**src/rtl/ahb_lite_pkg.sv**
```systemverilog
// Shared AHB-Lite constants, stage-entry types and the alignment rule used by
// masters and slave models alike.
package ahb_lite_pkg;

    localparam logic [1:0] HTRANS_IDLE   = 2'b00;
    localparam logic [1:0] HTRANS_NONSEQ = 2'b10;
    localparam logic [2:0] HSIZE_BYTE    = 3'b000;
    localparam logic [2:0] HSIZE_HALF    = 3'b001;
    localparam logic [2:0] HSIZE_WORD    = 3'b010;
    localparam logic [1:0] HRESP_OKAY    = 2'b00;
    localparam logic [1:0] HRESP_ERROR   = 2'b01;
    localparam logic [2:0] HBURST_SINGLE = 3'b000;

    typedef struct packed {
        logic        valid;
        logic        bad;
        logic [31:0] addr;
        logic        write;
        logic [2:0]  size;
        logic [31:0] wdata;
    } a_entry_t;

    typedef struct packed {
        logic valid;
        logic bad;
        logic write;
    } d_entry_t;

    function automatic logic ahb_misaligned(input logic [2:0] size, input logic [31:0] addr);
        case (size)
            HSIZE_BYTE: return 1'b0;
            HSIZE_HALF: return addr[0];
            HSIZE_WORD: return addr[1:0] != 2'b00;
            default:    return 1'b1;
        endcase
    endfunction

endpackage

```
**src/rtl/ahb_lite_master.sv**
```systemverilog
// Command-stream to single-transfer AHB-Lite initiator with address (A) and data (D) stages.
// Define AHBM_PIPELINE_EN to overlap the next address phase with the current data phase.
module ahb_lite_master
    import ahb_lite_pkg::*;
#(
    parameter logic [3:0] HPROT_VAL = 4'b0011
) (
    input  logic        HCLK,
    input  logic        HRESET,
    input  logic        cmd_valid,
    output logic        cmd_ready,
    input  logic [31:0] cmd_addr,
    input  logic        cmd_write,
    input  logic [2:0]  cmd_size,
    input  logic [31:0] cmd_wdata,
    output logic        rsp_valid,
    output logic [31:0] rsp_rdata,
    output logic        rsp_err,
    output logic [31:0] HADDR,
    output logic [1:0]  HTRANS,
    output logic        HWRITE,
    output logic [2:0]  HSIZE,
    output logic [2:0]  HBURST,
    output logic [3:0]  HPROT,
    output logic        HMASTLOCK,
    output logic [31:0] HWDATA,
    input  logic [31:0] HRDATA,
    input  logic        HREADY,
    input  logic [1:0]  HRESP
);

    a_entry_t    a_q, a_d;
    d_entry_t    d_q, d_d;
    logic [31:0] hwdata_q, hwdata_d;
    logic        rsp_valid_q, rsp_valid_d;
    logic        rsp_err_q, rsp_err_d;
    logic [31:0] rsp_rdata_q, rsp_rdata_d;
    logic        accept, bus_err;

`ifdef AHBM_PIPELINE_EN
    assign cmd_ready = ~a_q.valid | HREADY;
`else
    assign cmd_ready = ~a_q.valid & ~d_q.valid;
`endif

    assign accept  = cmd_valid & cmd_ready;
    assign bus_err = (HRESP == HRESP_ERROR);

    always_comb begin
        a_d         = a_q;
        d_d         = d_q;
        hwdata_d    = hwdata_q;
        rsp_valid_d = 1'b0;
        rsp_err_d   = 1'b0;
        rsp_rdata_d = '0;
        if (HREADY) begin
            if (d_q.valid) begin
                rsp_valid_d = 1'b1;
                rsp_err_d   = d_q.bad | bus_err;
                if (!d_q.bad && !d_q.write && !bus_err)
                    rsp_rdata_d = HRDATA;
            end
            d_d      = '{valid: a_q.valid, bad: a_q.bad, write: a_q.write};
            hwdata_d = a_q.wdata;
            a_d      = '0;
        end
        // A is only loadable when empty or draining into D on this edge.
        if (accept)
            a_d = '{valid: 1'b1, bad: ahb_misaligned(cmd_size, cmd_addr), addr: cmd_addr,
                    write: cmd_write, size: cmd_size, wdata: cmd_wdata};
    end

    always_ff @(posedge HCLK or posedge HRESET) begin
        if (HRESET) begin
            a_q         <= '0;
            d_q         <= '0;
            hwdata_q    <= '0;
            rsp_valid_q <= 1'b0;
            rsp_err_q   <= 1'b0;
            rsp_rdata_q <= '0;
        end else begin
            a_q         <= a_d;
            d_q         <= d_d;
            hwdata_q    <= hwdata_d;
            rsp_valid_q <= rsp_valid_d;
            rsp_err_q   <= rsp_err_d;
            rsp_rdata_q <= rsp_rdata_d;
        end
    end

    // Bad entries stay IDLE on the bus but still flow through for ordering.
    assign HTRANS    = (a_q.valid & ~a_q.bad) ? HTRANS_NONSEQ : HTRANS_IDLE;
    assign HADDR     = a_q.addr;
    assign HWRITE    = a_q.write;
    assign HSIZE     = a_q.size;
    assign HWDATA    = hwdata_q;
    assign HBURST    = HBURST_SINGLE;
    assign HPROT     = HPROT_VAL;
    assign HMASTLOCK = 1'b0;

    assign rsp_valid = rsp_valid_q;
    assign rsp_err   = rsp_err_q;
    assign rsp_rdata = rsp_rdata_q;

endmodule

```
**config.mk**
```make
export PLATFORM = sky130hd
export DESIGN_NAME = ahb_lite_master
export DESIGN_NICKNAME = d
export VERILOG_FILES = /design/src/rtl/ahb_lite_pkg.sv /design/src/rtl/ahb_lite_master.sv
export SDC_FILE = /design/constraint.sdc
export NUM_CORES = 1
export LEC_CHECK = 0
export ABC_AREA = 1
export BUFFER_PORTS_ARGS = -buffer_cell sky130_fd_sc_hd__clkbuf_2
export CORE_MARGIN = 4
export CORE_UTILIZATION = 52
export DETAILED_ROUTE_END_ITERATION = 12
export MAX_ROUTING_LAYER = met4
export PLACE_DENSITY = 0.85
export SLEW_MARGIN = 20
export SYNTH_ARGS = -nofsm -noshare
export SYNTH_HDL_FRONTEND = slang
export SYNTH_SLANG_ARGS = --single-unit
```
**constraint.sdc**
```tcl
create_clock -name HCLK -period 11.41 [get_ports HCLK]
set_input_delay 1.7115 -clock HCLK [delete_from_list [all_inputs] [get_ports HCLK]]
set_output_delay 1.7115 -clock HCLK [all_outputs]
set_load 0.05 [all_outputs]
```
# == Word-level counts from Yosys, hierarchy flattened ==
# Cells that the tools add are included.
# classes
n_reduce_logical,8
bitwise_logic,7
eq_ne,3
mux,11
# op_table
op,n
70-bit two-way mux,2
32-bit two-way mux,3
1-bit two-way mux,4
2-bit nonzero test,2
1-bit AND,3
3-bit by 1-bit == test with 1-bit output (second input constant),1
3-bit by 2-bit == test with 1-bit output (second input constant),1
1-bit logical NOT,3
3-bit logical NOT,1
1-bit NOT,3
1-bit one-hot mux with 3 select lines,1
2-bit by 1-bit == test with 1-bit output (second input constant),1
1-bit logical AND,2
2-bit two-way mux,1
1-bit bitwise OR,1
# word_totals
elab_cells,42
in_bits,106
regBits,139

# == Depth between registers and ports, before layout ==
# depth
word_depth,6
mapped_depth,7

# == Least setup slack after synthesis ==
# Ideal clock, no wire load.
# synth_path
path_kind,register -> output
start,reg a_q[69] (netlist bit)
end,out HTRANS[1]
arrival_time_ps,1081
slack_ps,8618
n_path_buf,0
path_stages_with_launch,3
cell_sequence,dfrtp_1 inv_1 nor2_1
# synth_between
elab_chain_len,2
# synth_lines
element,line,source
start: declaration,ahb_lite_master.sv:32,"a_entry_t a_q, a_d;"
start signal: assignment,ahb_lite_master.sv:75,a_q <= '0;
start signal: assignment,ahb_lite_master.sv:82,a_q <= a_d;
1-bit AND,ahb_lite_master.sv:92,assign HTRANS = (a_q.valid & ~a_q.bad) ? HTRANS_NONSEQ : HTRANS_IDLE;
2-bit two-way mux,ahb_lite_master.sv:92,
end: declaration,ahb_lite_master.sv:20,"output logic [1:0] HTRANS,"
# Every way passes these cells.

# == Worst setup path after layout ==
# layout_path
start,in HREADY
end,reg a_q[8] (netlist bit)
# layout_between
elab_chain_len,1
# layout_lines
element,line,source
start: declaration,ahb_lite_master.sv:28,"input logic HREADY,"
2-bit nonzero test (no line),n/a,
# Every way passes these cells.
# A chain may end at the register's enable or synchronous reset.

==> flow_metrics.py <==
metrics = {
    "critical_path": {
        "regToRegSetupSlack_ns": 8.97,
        "max_stage_delay_ns": 0.64,
        "cp_cell_sequence": "clkbuf_2 -> clkinv_2 -> buf_4 -> nand2_1 -> o21ai_0",
        "crit_slowest_cell": "clkinv_2",
        "end_kind": "flop",
        "startpoint_type": "input port",
        "crit_type": "input port to flop",
        "crit_arrival_ns": 3.88,
        "cp_max_fo": 61,
        "critPathRequiredTime_ns": 11.78,
    },
    "grt": {
        "grt-ovfl-total": 0,
        "track_usage": 0.230,
        "grt_max_degree": 83,
        "grt_pass1_vias": 4546,
        "grt_pass1_wl_um": 22300,
        "grt_antenna_before_repair": 0,
    },
    "floorplanning": {
        "rows": 37,
        "initial_utilization": 0.535,
        "die-area_sq_um": 12400,
        "chipWidth_um": 111,
        "die-height_um": 111,
        "core_sq_um": 10400,
        "io-pin-count": 219,
    },
    "clocking": {
        "clockBufferDepth": 2,
        "cts_tree": "yes",
        "cts_max_level": 4,
        "cts_root_buf": "clkbuf_8",
        "cts_sinks": 139,
        "hold_buffers": 0,
        "path_clk_slew_ns": 0.06,
        "cts_setup_buffers": 0,
        "cts_resized": 0,
        "cts_buffers": 17,
        "worstSkewPairLatency_ns": 0.51,
    },
    "synthesis": {
        "syn_area_sq_um": 5550,
        "ys_types": 16,
        "ys.warnings.count": 0,
        "synthCells": 598,
        "syn_area_per_cell_sq_um": 9.28,
        "yosysSeqAreaShare": 0.627,
        "ys_ff_latch": 139,
    },
    "timing": {
        "finalSetupViolations": 0,
        "hold_viol": 0,
        "fin_ws_ns": 7.91,
        "fin_setup_tns_ns": 0,
        "holdWs_ns": 0.470,
        "fin_crit_sh": 0.307,
        "rsz0062_at_grt": "false",
        "relSlewSlack": 0.314,
        "fin_skew_ns": 0.00858,
        "fmax_ghz": 0.286,
        "slew_violations": 0,
        "fin_crit_ns": 3.50,
        "worst_slew_pin_slew_ns": 1.03,
    },
    "power_and_ir_drop": {
        "power.internal_mw": 1.05,
        "swShare": 0.365,
        "peakVddDrop_v": 0.000142,
        "power_leakage_nw": 3.99,
        "share_seq_of_total_power": 0.375,
        "clockPowerShare": 0.359,
        "p_per_area_nw_per_um2": 237,
        "p_sw_mw": 0.602,
        "pwr-share-comb": 0.266,
    },
    "layout": {
        "antenna_cells": 0,
        "syn_to_final_growth_pct": 25.7,
        "final_cell_mix": "230 x nand2_1, 209 x clkbuf_2, 139 x dfrtp_1",
        "final_common_cell": "nand2_1",
        "drive_gt1_frac": 0.323,
        "final_nets": 865,
    },
    "min_path": {
        "hp-class": "flop to flop",
    },
    "detailed_routing": {
        "postRouteAntennaNets": 0,
        "viasPerCell": 4.95,
        "vias": 4486,
        "wl_per_cell_um": 14.8,
        "drtIter0Drc": 249,
        "wl_um": 13400,
        "route.detailed.drc": 0,
        "first_pass_iters": 5,
    },
    "placed_design": {
        "dp.final_hpwl_um": 9400,
        "port_buffers": 209,
        "pre_cts_ws_ns": 7.40,
        "globalplace.congestion": 0.863,
    },
    "status": {
        "status": "complete, no violations",
    },
    "run": {
        "maxCapViolCount": 0,
    },
}
## power groups by stage
stage,clock network (mW),registers [mW],logic [mW]
finish,0.592,0.619,0.439
global route,0.629,0.628,0.474
CTS,0.601,0.619,0.441
detailed placement,0,0.626,0.440
global placement,0,0.622,0.431
floorplan,0,0.722,0.271
## cell usage after synthesis (all sizes together)
cell | instances | area, sq um
nand2 | 231 | 870
nor2 | 37 | 146
clkbuf | 6 | 22.5
nand3 | 56 | 280
buf | 71 | 493
inv | 22 | 82.6
conb | 2 | 7.51
a21oi | 1 | 5.00
o21ai | 33 | 165
dfrtp | 139 | 3480
## final timing paths
kind                             from  depth (start not counted)          to
max in group asynchronous      HRESET                          4      d_q[0]
hold / removal             HWDATA[24]                          2  HWDATA[24]
hold reg to reg            HWDATA[24]                          2  HWDATA[24]
min in group asynchronous      HRESET                          2   HADDR[16]
setup reg to reg               d_q[2]                          5   HADDR[15]
setup / recovery               HREADY                          5      a_q[8]
## cells by family (layout without fill, tap and decap cells)
family / count (synthesis) / in the layout / share of synthesized area
flops: 139 / 139 / 0.627
other cells: 2 / 9 / 0.00135
simple gates: 324 / 324 / 0.234
compound gates: 34 / 34 / 0.0307
buf+inv: 99 / 265 / 0.108
## state kept, by name, summed over array words and instances, names as in the netlist
name and cells:
HADDR 32, HSIZE 3, HWDATA 32, rsp_valid 1
HWRITE 1, d_q 3, rsp_rdata 32, a_q 34
rsp_err 1
## metrics by stage
stage | cells | instance area, sq um | utilization | power (mW)
after global routing | 907 | 6980 | 0.673 | 1.73
after CTS | 906 | 6940 | 0.669 | 1.66
after detailed placement | 875 | 6300 | 0.607 | 1.07
after global placement | 875 | 6300 | 0.607 | 1.05
final | 907 | 6980 | 0.673 | 1.65
after floorplan | 605 | 5580 | - | 0.993
## layer usage
| metal | global-route usage | up-vias | share of wire |
|---|---|---|---|
| met1 | 0.276 | 2117 | 0.40 |
| met2 | 0.373 | 215 | 0.50 |
| met3 | 0.0557 | 31 | 0.078 |
| li1 | - | 2123 | - |
| met4 | 0.0965 | 0 | 0.027 |
| met5 | - | - | 0 |
## area by class of cell
| type | instances | area (sq um) |
|---|---|---|
| inverter | 22 | 90.1 |
| tap | 136 | 170 |
| clock inverter | 13 | 215 |
| multi-input combinational | 367 | 1510 |
| fill | 791 | 3390 |
| sequential | 139 | 3480 |
| timing repair buffer | 212 | 1090 |
| clock buffer | 18 | 428 |
## worst max-delay path, delay by kind of cell
family / cells / cell delay (ns)
buffers and inverters: 3 / 1.55
and+or+nand+nor: 1 / 0.41
AOI/OAI and AO/OA: 1 / 0.15
Power figures use the tool's default switching activity.
